`src/rtl/flag_pkg.sv`:
```
// Shared state encoding, mode codes and colour palettes for the chevron flag renderer.
package flag_pkg;

  localparam int unsigned COLOR_W  = 6;
  localparam int unsigned H_ACTIVE = 640;
  localparam int unsigned V_ACTIVE = 480;
  localparam int unsigned V_HALF   = 240;

  typedef enum logic [1:0] {
    ST_STATIC = 2'd0,
    ST_REVEAL = 2'd1,
    ST_SCROLL = 2'd2,
    ST_HOLD   = 2'd3
  } flag_state_t;

  localparam logic [1:0] MODE_STATIC = 2'b00;
  localparam logic [1:0] MODE_REVEAL = 2'b01;
  localparam logic [1:0] MODE_SCROLL = 2'b10;

  // Colour constants, RRGGBB
  localparam logic [5:0] C_BLACK      = 6'b000000;
  localparam logic [5:0] C_WHITE      = 6'b111111;
  localparam logic [5:0] C_PINK       = 6'b110110;
  localparam logic [5:0] C_LIGHT_BLUE = 6'b011011;
  localparam logic [5:0] C_BROWN      = 6'b100100;
  localparam logic [5:0] C_GREY       = 6'b010101;
  localparam logic [5:0] C_MAGENTA    = 6'b110011;
  localparam logic [5:0] C_CYAN       = 6'b001111;
  localparam logic [5:0] C_SILVER     = 6'b101010;
  localparam logic [5:0] C_RED        = 6'b110000;
  localparam logic [5:0] C_ORANGE     = 6'b110100;
  localparam logic [5:0] C_YELLOW     = 6'b111100;
  localparam logic [5:0] C_GREEN      = 6'b001100;
  localparam logic [5:0] C_BLUE       = 6'b000011;
  localparam logic [5:0] C_PURPLE     = 6'b100011;
  localparam logic [5:0] C_CREAM      = 6'b111110;
  localparam logic [5:0] C_NAVY       = 6'b000001;

  // Chevron palette, 8 entries
  function automatic logic [5:0] chevron_color(input logic [2:0] idx);
    case (idx)
      3'd0:    return C_WHITE;
      3'd1:    return C_PINK;
      3'd2:    return C_LIGHT_BLUE;
      3'd3:    return C_BROWN;
      3'd4:    return C_GREY;
      3'd5:    return C_MAGENTA;
      3'd6:    return C_CYAN;
      default: return C_SILVER;
    endcase
  endfunction

  // Background stripe palette, 8 entries
  function automatic logic [5:0] stripe_color(input logic [2:0] idx);
    case (idx)
      3'd0:    return C_RED;
      3'd1:    return C_ORANGE;
      3'd2:    return C_YELLOW;
      3'd3:    return C_GREEN;
      3'd4:    return C_BLUE;
      3'd5:    return C_PURPLE;
      3'd6:    return C_CREAM;
      default: return C_NAVY;
    endcase
  endfunction

endpackage

```
`src/rtl/flag_rainbow_n.sv`:
```
// Horizontal background stripe selection: stripe floor(pix_y*N_STRIPE/480), purely combinational.
module flag_rainbow_n
  import flag_pkg::*;
#(
  parameter int unsigned N_STRIPE = 6
) (
  input  logic [9:0] pix_y,
  output logic [5:0] stripe_color_c
);

  localparam int unsigned PROD_W = 14;

  logic [2:0]        stripe_idx;
  logic [PROD_W-1:0] y_scaled;

  // Count boundaries crossed; pix_y*N >= 480*k is a constant multiply per boundary
  always_comb begin
    stripe_idx = 3'd0;
    y_scaled   = PROD_W'(pix_y) * PROD_W'(N_STRIPE);
    for (int unsigned k = 1; k < N_STRIPE; k++) begin
      if (y_scaled >= PROD_W'(V_ACTIVE * k)) stripe_idx = stripe_idx + 3'd1;
    end
    stripe_color_c = stripe_color(stripe_idx);
  end

endmodule

```
`src/rtl/flag_chevron_anim.sv`:
```
// Chevron flag renderer with static, left-to-right reveal and scrolling animations.
module flag_chevron_anim
  import flag_pkg::*;
#(
  parameter int unsigned N_CHEVRON = 5,
  parameter int unsigned BAND_W    = 60,
  parameter int unsigned N_STRIPE  = 6,
  parameter int unsigned SPEED     = 4
) (
  input  logic       clk,
  input  logic       reset,
  input  logic [9:0] pix_x,
  input  logic [9:0] pix_y,
  input  logic       frame_start,
  input  logic [1:0] mode,
  output logic [5:0] color,
  output logic       busy
);

  localparam int unsigned POS_W   = 11;
  localparam int unsigned SPAN    = N_CHEVRON * BAND_W + H_ACTIVE;
  localparam int unsigned PHASE_W = 7;
  localparam int unsigned ROT_W   = 3;
  localparam int unsigned REV_W   = 10;

  flag_state_t         state;
  logic [PHASE_W-1:0]  phase;
  logic [ROT_W-1:0]    rot;
  logic [REV_W-1:0]    reveal;

  logic [PHASE_W:0]    phase_step;
  logic [REV_W:0]      reveal_step;
  logic [ROT_W-1:0]    rot_inc;

  logic [7:0]          ty;
  logic [POS_W-1:0]    sx_sum;
  logic [POS_W-1:0]    sx;
  logic                band_hit;
  logic [2:0]          band;
  logic [3:0]          pal_sum;
  logic [2:0]          pal_idx;
  logic [5:0]          stripe_color_c;
  logic [5:0]          pix_color_c;

  // Per-frame increments for the animation registers
  always_comb begin
    phase_step  = (PHASE_W+1)'(phase) + (PHASE_W+1)'(SPEED);
    reveal_step = (REV_W+1)'(reveal) + (REV_W+1)'(SPEED);
    rot_inc     = (rot == ROT_W'(N_CHEVRON - 1)) ? '0 : rot + ROT_W'(1);
  end

  // Animation FSM; advances only on frame_start so mid-frame mode changes are invisible
  always_ff @(posedge clk or posedge reset) begin
    if (reset) begin
      state  <= ST_STATIC;
      phase  <= '0;
      rot    <= '0;
      reveal <= '0;
      busy   <= 1'b0;
    end else if (frame_start) begin
      case (mode)
        MODE_REVEAL: begin
          if (state == ST_REVEAL) begin
            if (reveal_step >= (REV_W+1)'(H_ACTIVE)) begin
              reveal <= REV_W'(H_ACTIVE);
              state  <= ST_HOLD;
              busy   <= 1'b0;
            end else begin
              reveal <= REV_W'(reveal_step);
              busy   <= 1'b1;
            end
          end else if (state == ST_HOLD) begin
            // Reveal is one-shot while mode stays at REVEAL; a different mode re-arms it
            busy <= 1'b0;
          end else begin
            state  <= ST_REVEAL;
            reveal <= '0;
            busy   <= 1'b1;
          end
        end
        MODE_SCROLL: begin
          if (state == ST_SCROLL) begin
            if (phase_step >= (PHASE_W+1)'(BAND_W)) begin
              phase <= PHASE_W'(phase_step - (PHASE_W+1)'(BAND_W));
              rot   <= rot_inc;
            end else begin
              phase <= PHASE_W'(phase_step);
            end
          end
          state <= ST_SCROLL;
          busy  <= 1'b0;
        end
        default: begin
          state  <= ST_STATIC;
          phase  <= '0;
          rot    <= '0;
          reveal <= '0;
          busy   <= 1'b0;
        end
      endcase
    end
  end

  flag_rainbow_n #(
    .N_STRIPE(N_STRIPE)
  ) u_rainbow (
    .pix_y          (pix_y),
    .stripe_color_c (stripe_color_c)
  );

  // Pixel colour: fold rows about the centre, shift by phase, pick the lowest matching band
  always_comb begin
    ty = (pix_y < 10'(V_HALF)) ? 8'(pix_y) : 8'(10'(V_ACTIVE - 1) - pix_y);

    sx_sum = POS_W'(pix_x) + POS_W'(phase);
    sx     = (sx_sum >= POS_W'(SPAN)) ? sx_sum - POS_W'(SPAN) : sx_sum;

    band_hit = 1'b0;
    band     = 3'd0;
    for (int k = int'(N_CHEVRON) - 1; k >= 0; k--) begin
      if (sx < POS_W'(ty) + POS_W'((k + 1) * int'(BAND_W))) begin
        band_hit = 1'b1;
        band     = 3'(k);
      end
    end

    pal_sum = 4'(band) + 4'(rot);
    pal_idx = (pal_sum >= 4'(N_CHEVRON)) ? 3'(pal_sum - 4'(N_CHEVRON)) : 3'(pal_sum);

    pix_color_c = band_hit ? chevron_color(pal_idx) : stripe_color_c;
    if ((state == ST_REVEAL) && (pix_x >= reveal)) pix_color_c = C_BLACK;
  end

  // Registered colour output, one clock after the pixel coordinates
  always_ff @(posedge clk or posedge reset) begin
    if (reset) color <= C_BLACK;
    else       color <= pix_color_c;
  end

endmodule

```
`config.mk`:
```
export PLATFORM = sky130hd
export DESIGN_NAME = flag_chevron_anim
export DESIGN_NICKNAME = d
export VERILOG_FILES = /design/src/rtl/flag_pkg.sv /design/src/rtl/flag_rainbow_n.sv /design/src/rtl/flag_chevron_anim.sv
export SDC_FILE = /design/constraint.sdc
export NUM_CORES = 1
export LEC_CHECK = 0
export ABC_AREA = 1
export BUFFER_PORTS_ARGS = -buffer_cell sky130_fd_sc_hd__buf_2
export CAP_MARGIN = 10
export CORE_MARGIN = 5
export CORE_UTILIZATION = 65
export CTS_CLUSTER_DIAMETER = 30
export DETAILED_ROUTE_END_ITERATION = 6
export HOLD_SLACK_MARGIN = 0.06
export PLACE_DENSITY = 0.94
export SLEW_MARGIN = 30
export SYNTH_ARGS = -nofsm -noshare
export SYNTH_HDL_FRONTEND = slang
export SYNTH_SLANG_ARGS = --single-unit
```
`constraint.sdc`:
```
create_clock -name clk -period 9.9 [get_ports clk]
set_clock_uncertainty 0.15 [all_clocks]
set_input_delay 0.495 -clock clk [delete_from_list [all_inputs] [get_ports clk]]
set_output_delay 0.495 -clock clk [all_outputs]
set_load 0.1 [all_outputs]
```
==> insert_results.sql <==
INSERT INTO impl_metrics (metric_group, metric, value, unit) VALUES
('outcome', 'run_status', 'finished, final reports clean', ''),
('worst_setup_path', 'path_class', 'flop to flop', ''),
('place', 'hpwl', '9590', 'µm'),
('finish', 'final_net_count', '895', ''),
('floorplan', 'dieWidth', '97.3', 'µm'),
('worst_setup_path', 'timing.critical_path.arrival', '6.32', 'ns'),
('yosys', 'synth_seq_cells', '25', ''),
('global_route', 'groute.layer.met1.usage', '27.7', '%'),
('clock_tree', 'cts.root.buffer_cell', 'sky130_fd_sc_hd__clkbuf_8', ''),
('sta', 'final-setup-viol-count', '0', ''),
('sta', 'hold_viol', '0', ''),
('worst_setup_path', 'worst_r2r_path_depth', '38', ''),
('worst_hold_path', 'min_path_type', 'input pin to async pin', ''),
('yosys', 'yosys.area_share.simple', '38.0', '%'),
('yosys', 'synth_top_area_share', '20.5', '%'),
('power_and_ir_drop', 'power.density_cell_area', '140', 'nW/µm²'),
('yosys', 'yosys-top-cells-area', 'sky130_fd_sc_hd__ha_1, sky130_fd_sc_hd__nand2_1, sky130_fd_sc_hd__dfrtp_1', ''),
('global_route', 'grt_busiest_layer', 'met2', ''),
('finish', 'flow.area_growth_from_synthesis', '6.32', '%'),
('floorplan', 'die_h', '97.3', 'µm'),
('yosys', 'synthMostInstantiatedCell', 'sky130_fd_sc_hd__nand2_1', ''),
('detailed_routing', 'route.antenna.remaining_nets', '0', ''),
('floorplan', 'design.portCount', '32', ''),
('sta', 'fmax', '0.160', 'GHz'),
('detailed_routing', 'detailroute.via_count', '4919', ''),
('clock_tree', 'clk-insertion-delay-late', '0.26', 'ns'),
('yosys', 'synthTopCellsByCount', 'sky130_fd_sc_hd__nand2_1, sky130_fd_sc_hd__inv_1, sky130_fd_sc_hd__ha_1', ''),
('worst_setup_path', 'startpoint_type', 'flop', ''),
('finish', 'area_occupied_by_multi_input_gates', '3820', 'µm²'),
('yosys', 'yosys.area.top_type', 'sky130_fd_sc_hd__ha_1', ''),
('floorplan', 'initial_core_util', '67.6', '%'),
('yosys', 'synth.lib_cells_used.distinct', '52', ''),
('sta', 'totalNegativeSetupSlack', '0', 'ns'),
('yosys', 'dominantRegCellSynth', 'sky130_fd_sc_hd__dfrtp_1', ''),
('global_route', 'grt_pass1_vias', '4817', ''),
('detailed_routing', 'post_route_drc_violation_count', '0', ''),
('sta', 'setup_ws', '3.63', 'ns'),
('floorplan', 'std_cell_rows', '31', ''),
('global_route', 'gr-usage-met3', '2.30', '%'),
('run', 'cap_violations', '0', ''),
('yosys', 'postSynth.asyncResetShare', '100', '%'),
('sta', 'period_minus_slack', '6.27', 'ns'),
('yosys', 'postSynthAreaPerCell', '6.57', 'µm²'),
('clock_tree', 'cts_tree', 'yes', ''),
('clock_tree', 'clock_tree.htree_level_count', '1', ''),
('place', 'preCtsSetupSlack', '3.52', 'ns'),
('yosys', 'synth-seq-area-share', '12.6', '%'),
('sta', 'fin_worst_hold_slack', '0.105', 'ns'),
('sta', 'max_slew_headroom', '51.3', '%'),
('finish', 'ff_latch_area', '626', 'µm²'),
('power_and_ir_drop', 'p_leak', '2.94', 'nW'),
('place', 'routability_congestion', '0.913', ''),
('worst_setup_path', 'required_arrival_time_at_the_worst_endpoint', '9.95', 'ns'),
('clock_tree', 'post_cts.resized_instances', '0', ''),
('yosys', 'combinational_family_with_the_most_area_after_synthesis', 'simple AND/OR/NAND/NOR gates', ''),
('clock_tree', 'tritoncts.num_buffers', '3', ''),
('clock_tree', 'clock_sinks', '25', ''),
('sta', 'fin_max_slew_vios', '0', ''),
('global_route', 'globalRoute.totalOverflow', '0', ''),
('global_route', 'groute.usage.overall', '23.8', '%'),
('worst_setup_path', 'crit_slowest_cell', 'sky130_fd_sc_hd__fa_1', ''),
('finish', 'fillers', '585', ''),
('yosys', 'yosysWarningCount', '0', ''),
('floorplan', 'floorplan.core_area', '7330', 'µm²'),
('yosys', 'synth_enable_flop_cells', '0', ''),
('worst_setup_path', 'path_common_cell', 'sky130_fd_sc_hd__nand2_1', ''),
('yosys', 'mappedNetlistArea', '4950', 'µm²'),
('place', 'port_buffer_count', '31', ''),
('global_route', 'grt_start_max_net_pins', '26', ''),
('detailed_routing', 'route.final.wire_length', '11200', 'µm'),
('global_route', 'gr-usage-met2', '46.4', '%');
-- cell usage in the layout (no fill, tap or decap), drive strengths merged --
cell type / count
clkbuf: 4
a211oi: 1
o31ai: 1
clkinv: 1
buf: 31
o21bai: 2
o22ai: 9
o21ai: 21
a21o: 4
nand3b: 1
a21oi: 34
o21a: 1
nand3: 70
dfrtp: 25
or2: 5
xor2: 29
nor4: 2
mux2: 1
nor2: 60
o311ai: 1
nor3b: 2
nor3: 13
nand4: 10
xnor2: 7
fa: 2
inv: 130
a31oi: 1
a21boi: 1
ha: 81
a22oi: 1
nand2: 231
o211ai: 4
-- cell type report --
class | instances | share of cell area [%]
inverter | 131 | 9.39
sequential | 25 | 11.9
tap | 99 | 2.35
clock buffer | 4 | 0.856
multi-input combinational | 595 | 72.6
timing repair buffer | 31 | 2.95
-- per-layer routing --
| layer | part of all wire, % | wire length, µm |
|---|---|---|
| met1 | 42 | 4670 |
| met2 | 52 | 5890 |
| met3 | 4.3 | 479 |
| met4 | 1.6 | 185 |
| met5 | 0 | 0 |
-- critical path, delay by kind of cell (launching register included) --
| kind | cells | cell delay, ns |
|---|---|---|
| xor+xnor | 3 | 0.90 |
| simple gates | 20 | 1.72 |
| buf+inv | 4 | 0.32 |
| compound gates | 5 | 0.84 |
| flops | 1 | 0.47 |
| fa+ha+maj | 6 | 1.82 |
-- state kept, by name, indices dropped and copies added, names as in the netlist --
name / cells
rot: 3
phase: 5
color: 6
reveal: 8
busy: 1
state: 2
-- where the power goes --
part / internal, mW / switching (mW) / total [mW]
clock: 0.0287 / 0.0312 / 0.0599
combinational: 0.171 / 0.384 / 0.556
sequential: 0.116 / 0.00596 / 0.122
-- path summary, 6_finish.rpt --
kind                                       from                     to  slack (ns)
setup / recovery           phase[3]$_DFFE_PP0P_     color[2]$_DFF_PP0_        3.63
hold / removal                            reset     color[5]$_DFF_PP0_        0.10
setup reg to reg           phase[3]$_DFFE_PP0P_     color[2]$_DFF_PP0_        3.63
hold reg to reg                busy$_DFFE_PP0P_       busy$_DFFE_PP0P_        0.34
max in group asynchronous                 reset  reveal[8]$_DFFE_PP0P_        9.14
min in group clk               busy$_DFFE_PP0P_       busy$_DFFE_PP0P_        0.34
-- stage by stage --
step	cells	util (%)	power [mW]	instance area, µm²
after global routing	885	71.8	0.806	5270
after CTS	885	71.8	0.735	5270
after detailed placement	881	71.2	0.674	5220
after global placement	881	71.2	0.647	5220
final	885	71.8	0.738	5270
after floorplan	754	-	0.567	4950
-- cell families after synthesis --
kind of cell | Yosys count
AOI/OAI and AO/OA | 81
xor gates and xnor gates | 36
adders and majority gates | 83
buffers and inverters | 134
DFF | 25
muxes | 1
and+or+nand+nor | 394
Note: power is estimated with default switching activity, not from simulation.
